### config.mk
export PLATFORM = sky130hd
export DESIGN_NAME = gcd_scheduler
export DESIGN_NICKNAME = d
export VERILOG_FILES = /design/src/rtl/gcd_scheduler.sv
export SDC_FILE = /design/constraint.sdc
export NUM_CORES = 1
export LEC_CHECK = 0
export BUFFER_PORTS_ARGS = -buffer_cell sky130_fd_sc_hd__buf_2
export CAP_MARGIN = 20
export CORE_MARGIN = 2
export CORE_UTILIZATION = 58
export DETAILED_ROUTE_END_ITERATION = 8
export PLACE_DENSITY = 0.88
export SYNTH_ARGS = -nofsm -noshare
export SYNTH_HDL_FRONTEND = slang
export SYNTH_SLANG_ARGS = --single-unit
### constraint.sdc
create_clock -name clk -period 5.2 [get_ports clk]
set_input_delay 1.04 -clock clk [delete_from_list [all_inputs] [get_ports clk]]
set_output_delay 1.04 -clock clk [all_outputs]
set_load 0.02 [all_outputs]
### src/rtl/gcd_scheduler.sv
// Round-robin scheduler in front of a single shared subtractive GCD engine.
// One job is in flight at a time: IDLE grants a requester, CALC iterates
// and RESP holds the result until the consumer takes it.
module gcd_scheduler #(
  parameter int unsigned WIDTH   = 32,
  parameter int unsigned NUM_REQ = 4,
  localparam int unsigned IdW    = $clog2(NUM_REQ)
) (
  input  logic                     clk,
  input  logic                     rst,
  input  logic [NUM_REQ-1:0]       req_valid,
  output logic [NUM_REQ-1:0]       req_ready,
  input  logic [NUM_REQ*WIDTH-1:0] req_a,
  input  logic [NUM_REQ*WIDTH-1:0] req_b,
  output logic                     rsp_valid,
  input  logic                     rsp_ready,
  output logic [IdW-1:0]           rsp_id,
  output logic [WIDTH-1:0]         rsp_gcd,
  output logic                     busy
);

  localparam logic [1:0] StIdle = 2'd0;
  localparam logic [1:0] StCalc = 2'd1;
  localparam logic [1:0] StResp = 2'd2;

  logic [1:0]       state_q, state_d;
  logic [IdW-1:0]   rr_ptr_q, rr_ptr_d;
  logic [WIDTH-1:0] a_q, a_d, b_q, b_d;
  logic [IdW-1:0]   id_q, id_d;
  logic [WIDTH-1:0] gcd_q, gcd_d;
  logic [IdW-1:0]   rsp_id_q, rsp_id_d;

  logic             gnt_found;
  logic [IdW-1:0]   gnt_idx;
  logic [IdW-1:0]   cand;
  logic [WIDTH-1:0] sel_a, sel_b;
  logic             calc_done;

  // Round-robin pick: first asserted request at or after rr_ptr, with wrap.
  always_comb begin
    gnt_found = 1'b0;
    gnt_idx   = '0;
    cand      = '0;
    for (int unsigned k = 0; k < NUM_REQ; k++) begin
      cand = IdW'((32'(rr_ptr_q) + k) % NUM_REQ);
      if (!gnt_found && req_valid[cand]) begin
        gnt_found = 1'b1;
        gnt_idx   = cand;
      end
    end
  end

  // Only the winner sees ready, and only in IDLE outside reset.
  always_comb begin
    req_ready = '0;
    if (!rst && state_q == StIdle && gnt_found) begin
      req_ready[gnt_idx] = 1'b1;
    end
  end

  assign sel_a     = req_a[32'(gnt_idx) * WIDTH +: WIDTH];
  assign sel_b     = req_b[32'(gnt_idx) * WIDTH +: WIDTH];
  assign calc_done = (a_q == b_q) || (a_q == '0) || (b_q == '0);

  // Next-state: accept in IDLE, one subtraction per CALC cycle, hold in RESP.
  always_comb begin
    state_d  = state_q;
    rr_ptr_d = rr_ptr_q;
    a_d      = a_q;
    b_d      = b_q;
    id_d     = id_q;
    gcd_d    = gcd_q;
    rsp_id_d = rsp_id_q;
    case (state_q)
      StIdle: begin
        if (gnt_found) begin
          a_d      = sel_a;
          b_d      = sel_b;
          id_d     = gnt_idx;
          rr_ptr_d = (gnt_idx == IdW'(NUM_REQ - 1)) ? '0 : gnt_idx + 1'b1;
          state_d  = StCalc;
        end
      end
      StCalc: begin
        if (calc_done) begin
          // Zero operand: the other one is the answer (covers gcd(0,0)=0).
          gcd_d    = (a_q == '0) ? b_q : a_q;
          rsp_id_d = id_q;
          state_d  = StResp;
        end else if (a_q > b_q) begin
          a_d = a_q - b_q;
        end else begin
          b_d = b_q - a_q;
        end
      end
      StResp: begin
        if (rsp_ready) begin
          state_d = StIdle;
        end
      end
      default: state_d = StIdle;
    endcase
  end

  // State registers; reset aborts any job in flight.
  always_ff @(posedge clk or posedge rst) begin
    if (rst) begin
      state_q  <= StIdle;
      rr_ptr_q <= '0;
      a_q      <= '0;
      b_q      <= '0;
      id_q     <= '0;
      gcd_q    <= '0;
      rsp_id_q <= '0;
    end else begin
      state_q  <= state_d;
      rr_ptr_q <= rr_ptr_d;
      a_q      <= a_d;
      b_q      <= b_d;
      id_q     <= id_d;
      gcd_q    <= gcd_d;
      rsp_id_q <= rsp_id_d;
    end
  end

  assign rsp_valid = (state_q == StResp);
  assign busy      = (state_q != StIdle);
  assign rsp_id    = rsp_id_q;
  assign rsp_gcd   = gcd_q;

endmodule

=== Word level (Yosys, flattened, before mapping) ===
Cells that the tools add are included.

* Bits of input ports: 263
* Register bits: 104
* Output and inout port bits: 40
* Word-level logic and storage cells: 87

* Add/subtract/negate cells: 6
* Shifts and indexed selects: 2
* Reduce and logical (&&, ||, !) cells: 22
* Eq/ne operators: 10
* Magnitude comparators: 7
* Mux-type cells: 33

{| class="wikitable"
|+ Operators with widths
! cell !! count
|-
| variable part select 128 x 8 -> 32 bit || 2
|-
| 2-to-1 mux 32 bit || 7
|-
| case mux 32 bit (2 select lines) || 2
|-
| logical NOT 32 bit || 2
|-
| subtractor 32 bit || 2
|-
| == test 32 bit || 1
|-
| greater-than comparator 32 bit || 1
|-
| 2-to-1 mux 2 bit || 8
|-
| less-than comparator 2 x 3 -> 1 bit, second input constant || 5
|-
| != test 2 bit, second input constant || 5
|-
| 2-to-1 mux 1 bit || 9
|-
| binary-select mux 1 bit (select 2 bit) || 4
|-
| AND reduction 4 bit || 2
|-
| logical AND 1 bit || 6
|-
| case mux 2 bit (3 select lines) || 1
|-
| adder 2 x 1 -> 2 bit, second input constant || 2
|-
| adder 2 bit, second input constant || 2
|-
| == test 2 bit, second input constant || 2
|-
| logical NOT 1 bit || 4
|-
| 2-to-1 mux 4 bit || 1
|-
| AND reduction 2 bit || 2
|-
| nonzero test 2 bit || 2
|-
| AND reduction 3 bit || 1
|-
| demux 1 bit (select 2 bit) || 1
|-
| other kinds (5) || 6
|}

=== Logic depth before layout (Yosys ltp) ===
* Word-level depth: 17
* Mapped depth: 14
* Mapped depth without buffers: 12

=== Worst setup path after synthesis ===
OpenSTA, ideal clock, no wires.

* Path type: input to output
* From: in req_valid[1]
* To: out req_ready[3]
* Required time: 4.160 ns
* Path buffers: 3
* Path slack: 1.409 ns
* Arrival: 2.751 ns
* Cell stages on the path: 8
* Path through: nor3b_1 > a211o_1 > nor2b_1 > buf_2 > buf_1 > clkbuf_1 > ha_1 > and2_1

* Word-level cells in the longest chain between the ends: 17
* Elaborated cells between the ends (all ways): 29
* Those cells by class: order compare (2); mux (19); reduce/logical (8)

{| class="wikitable"
|+ Ends and longest elaborated chain
! element !! RTL line !! source
|-
| from (decl) || 11 || <nowiki>input logic [NUM_REQ-1:0] req_valid,</nowiki>
|-
| binary-select mux 1 bit (select 2 bit) || 46 || <nowiki>if (!gnt_found && req_valid[cand]) begin</nowiki>
|-
| 2-to-1 mux 1 bit (not written as such) || 46 ||
|-
| 2-to-1 mux 1 bit || 46 ||
|-
| logical NOT 1 bit || 46 ||
|-
| logical AND 1 bit || 46 ||
|-
| 2-to-1 mux 1 bit || 46 ||
|-
| logical NOT 1 bit || 46 ||
|-
| logical AND 1 bit || 46 ||
|-
| (+2 left out) || - ||
|-
| logical AND 1 bit || 46 ||
|-
| 2-to-1 mux 2 bit * || 46 ||
|-
| via gnt_idx[1] || 34 || <nowiki>logic [IdW-1:0] gnt_idx;</nowiki>
|-
| less-than comparator 2 x 3 -> 1 bit (not written as such) or greater-or-equal comparator 2 x 1 -> 1 bit (tied branches) || 57 || <nowiki>req_ready[gnt_idx] = 1'b1;</nowiki>
|-
| logical AND 1 bit (not written as such) || 57 ||
|-
| 2-to-1 mux 1 bit (not written as such) || 57 ||
|-
| demux 1 bit (select 2 bit) * || 57 ||
|-
| 2-to-1 mux 4 bit * || 56 || <nowiki>if (!rst && state_q == StIdle && gnt_found) begin</nowiki>
|-
| to (decl) || 12 || <nowiki>output logic [NUM_REQ-1:0] req_ready,</nowiki>
|}

The timed path passes the listed nets; every way through them passes the cells marked *. The select of a mux whose other input is x is not followed.

=== Worst setup path after layout ===
* From: reg a_q[17]
* To: reg b_q[15]

* Word-level cells in the longest chain between the ends: 5
* Elaborated cells between the ends (all ways): 8
* Those cells by class: order compare (1); eq/ne (3); reduce/logical (4)

{| class="wikitable"
|+ Ends and longest elaborated chain
! element !! RTL line !! source
|-
| from (decl) || 28 || <nowiki>logic [WIDTH-1:0] a_q, a_d, b_q, b_d;</nowiki>
|-
| from (signal assigned) || 110 || <nowiki>a_q <= '0;</nowiki>
|-
| from (signal assigned) || 118 || <nowiki>a_q <= a_d;</nowiki>
|-
| parallel branches: the longest is 4 deep, another holds greater-than comparator 32 bit || - ||
|-
| AND reduction 4 bit (no line) * || - ||
|-
| to (signal assigned) || 111 || <nowiki>b_q <= '0;</nowiki>
|-
| to (signal assigned) || 119 || <nowiki>b_q <= b_d;</nowiki>
|-
| to (decl) || 28 ||
|}

Mark *: on every way between the ends.
A chain may end at the register's enable or synchronous reset.

==> flow_summary_export.csv <==
group,metric,value,unit
die,start_util,59.7,%
setup_path,start_kind,"register",
setup_path,arrival,4120,ps
drt,met3_length,5360,um
die,num_rows,48,
drt,wl_met1,16400,um
cts,cts_tree,"built",
cts,clockBufferDepth,2,
cts,cts-buffers-inserted,9,
drt,routedWlPerCell,21.2,um
die,die_h,138,um
logic_synthesis,synth_top_area_share,25.0,%
global_route,grt_use_total,42.7,%
sta,rsz0062_at_grt,"false",
place,place_congestion,1.07,
drt,first_pass_iters,9,
logic_synthesis,yosysSeqAreaShare,25.0,%
sta,finClkSkew,13.1,ps
layout,final_nets,2042,
logic_synthesis,synth_cells,1486,
place,io_buffers,302,
global_route,antenna_found_initial,4,
setup_path,crit_fanout,36,
logic_synthesis,syn_area,10400,um^2
sta,slew_headroom,34.8,%
logic_synthesis,ys_ff_latch,104,
layout,syn2layout_area_growth,17.9,%
logic_synthesis,synth_top_cell_by_area,"dfrtp_1",
logic_synthesis,synth_ff_type,"dfrtp_1",
logic_synthesis,ys_top_cells_by_count,"355 x nand2_1, 146 x a21oi_1, 104 x dfrtp_1, 89 x o21ai_0, 83 x inv_1",
layout,design_area,12300,um^2
logic_synthesis,synth_fp_nets,1818,
drt,antenna_left,0,
setup_path,r2r_slack,1330,ps
cts,post-cts-setup-buffers,0,
logic_synthesis,yosysMostFrequentCell,"nand2_1",
power_and_ir_drop,power.density,786,nW/um^2
min_path,hp-class,"register to register",
job,drv_cap,0,
sta,fin_tns_setup,0,ps
global_route,grt_max_degree,118,
power_and_ir_drop,peakVddDrop,0.518,mV
drt,dr_wl_met2,17900,um
die,io_pins,303,
global_route,grt_pass1_vias,11255,
cts,clock_latency,370,ps
logic_synthesis,yosysUniqueCellTypes,65,
die,die-area,19000,um^2
power_and_ir_drop,leakage,0.00629,uW
layout,drive_above_1_share,21.2,%
cts,cts_max_level,3,
sta,post-route-min-period,3870,ps
sta,post-route-period-util,74.5,%
sta,worst_pin_slew,975,ps
logic_synthesis,ys_async_sr_fraction,100,%
sta,hold_violations,0,
die,die_w,138,um
sta,clock.fmax,0.258,GHz
sta,setup_violations,0,
die,core_area,17400,um^2
place,dpl.hpwl,32200,um
place,dpl-instance-area,11900,um^2
sta,fin_ws,1330,ps
cts,clock-root-buffer,"clkbuf_16",
logic_synthesis,synth-warning-count,0,
global_route,grt-ovfl-total,0,
drt,via_per_inst,6.37,
cts,cts.clk_slew.worst_paths,80,ps
global_route,grt_pass1_wl,62000,um
drt,routed.top_layer,"met5",
power_and_ir_drop,finalPower,9640,uW
logic_synthesis,synth_edf_count,0,
drt,drc_errors,0,
logic_synthesis,synth.area.top_cells,"dfrtp_1 25%, nand2_1 13%, ha_1 8.1%",
cts,ctsHoldBuffers,0,
setup_path,critPathKind,"register to register",
cts,clock-sinks,104,
sta,drv_slew,0,
setup_path,cp-end-kind,"register",
cts,cts_resized,0,
drt,first_iter_violations,1415,
layout,diodes,0,
drt,dr_total_vias,12357,
drt,wirelength,41100,um
logic_synthesis,avgSynthCellArea,7.00,um^2
setup_path,critical_path_required,5450,ps
place,dp_slack,1430,ps
run_status,status,"finished clean",
## routing by layer
layer	vias up	track usage [%]
li1	5678	-
met1	5747	58.9
met2	811	63.5
met3	113	13.1
met4	8	14.4
met5	-	0
## cells by family after synthesis
kind of cell	after synthesis	synth area share [%]
simple gates	630	27.2
compound gates	437	27.0
buf+inv	194	7.76
flops	104	25.0
fa+ha+maj	69	8.45
xor+xnor	39	3.29
mux	13	1.29
## worst max-delay path, cell delays in order, from the launching register on
cell and delay, ps:
dfrtp_1 490, inv_1 80, ha_1 470, a21o_1 250
a21o_1 200, a21oi_2 240, a41oi_1 270, a41oi_4 460
o21ai_2 110, a211o_2 610, buf_12 280, a211oi_1 210
a21oi_1 70
## worst paths after layout
kind | from | to | depth (start not counted)
max | a_q[17]$_DFFE_PP0P_ | b_q[15]$_DFFE_PP0P_ | 12
min | rsp_gcd[7]$_DFFE_PP0P_ | rsp_gcd[7]$_DFFE_PP0P_ | 2
max reg2reg | a_q[17]$_DFFE_PP0P_ | b_q[15]$_DFFE_PP0P_ | 12
min reg2reg | rsp_gcd[7]$_DFFE_PP0P_ | rsp_gcd[7]$_DFFE_PP0P_ | 2
max in group asynchronous | rst | rsp_gcd[0]$_DFFE_PP0P_ | 4
min in group asynchronous | rst | rr_ptr_q[1]$_DFFE_PP0P_ | 2
## placed cells by master (no fill, tap or decap), types with 29 or more instances in the layout
cell type	netlist	final
o21ai_0	89	88
inv_1	83	81
nor2_1	78	78
and3_1	62	62
ha_1	67	67
buf_2	30	302
xnor2_1	29	29
a21oi_1	146	146
nand2_1	355	355
dfrtp_1	104	104
a311oi_1	49	49
## sequential cells by signal, summed over array words and instances, names as in the netlist
signal / count
state_q: 2
id_q: 2
rsp_gcd: 32
rr_ptr_q: 2
rsp_id: 2
b_q: 32
a_q: 32
## through the flow
stage | util, % | instances | hold WS, ps
floorplan | - | 1486 | 444
CTS | 70.3 | 1939 | 482
detailed placement | 68.6 | 1923 | 465
global route | 70.4 | 1940 | 507
finish | 70.4 | 1940 | 474
global placement | 68.6 | 1923 | 455
## layout make-up
cell class / instances / area, um^2
Multi-Input combinational cell: 1188 / 7040
Clock buffer: 10 / 239
Inverter: 84 / 320
Clock inverter: 6 / 53.8
Sequential cell: 104 / 2600
Timing Repair Buffer: 323 / 1730
Tap cell: 225 / 282
Fill cell: 1486 / 5150
## power breakdown
part           internal, uW  switching [uW]  leakage, uW
logic                  2780            4570      0.00487
registers              1140             437      0.00128
clock network           346             357     0.000141
total                  4270            5370      0.00629
Power figures use the tool's default switching activity.
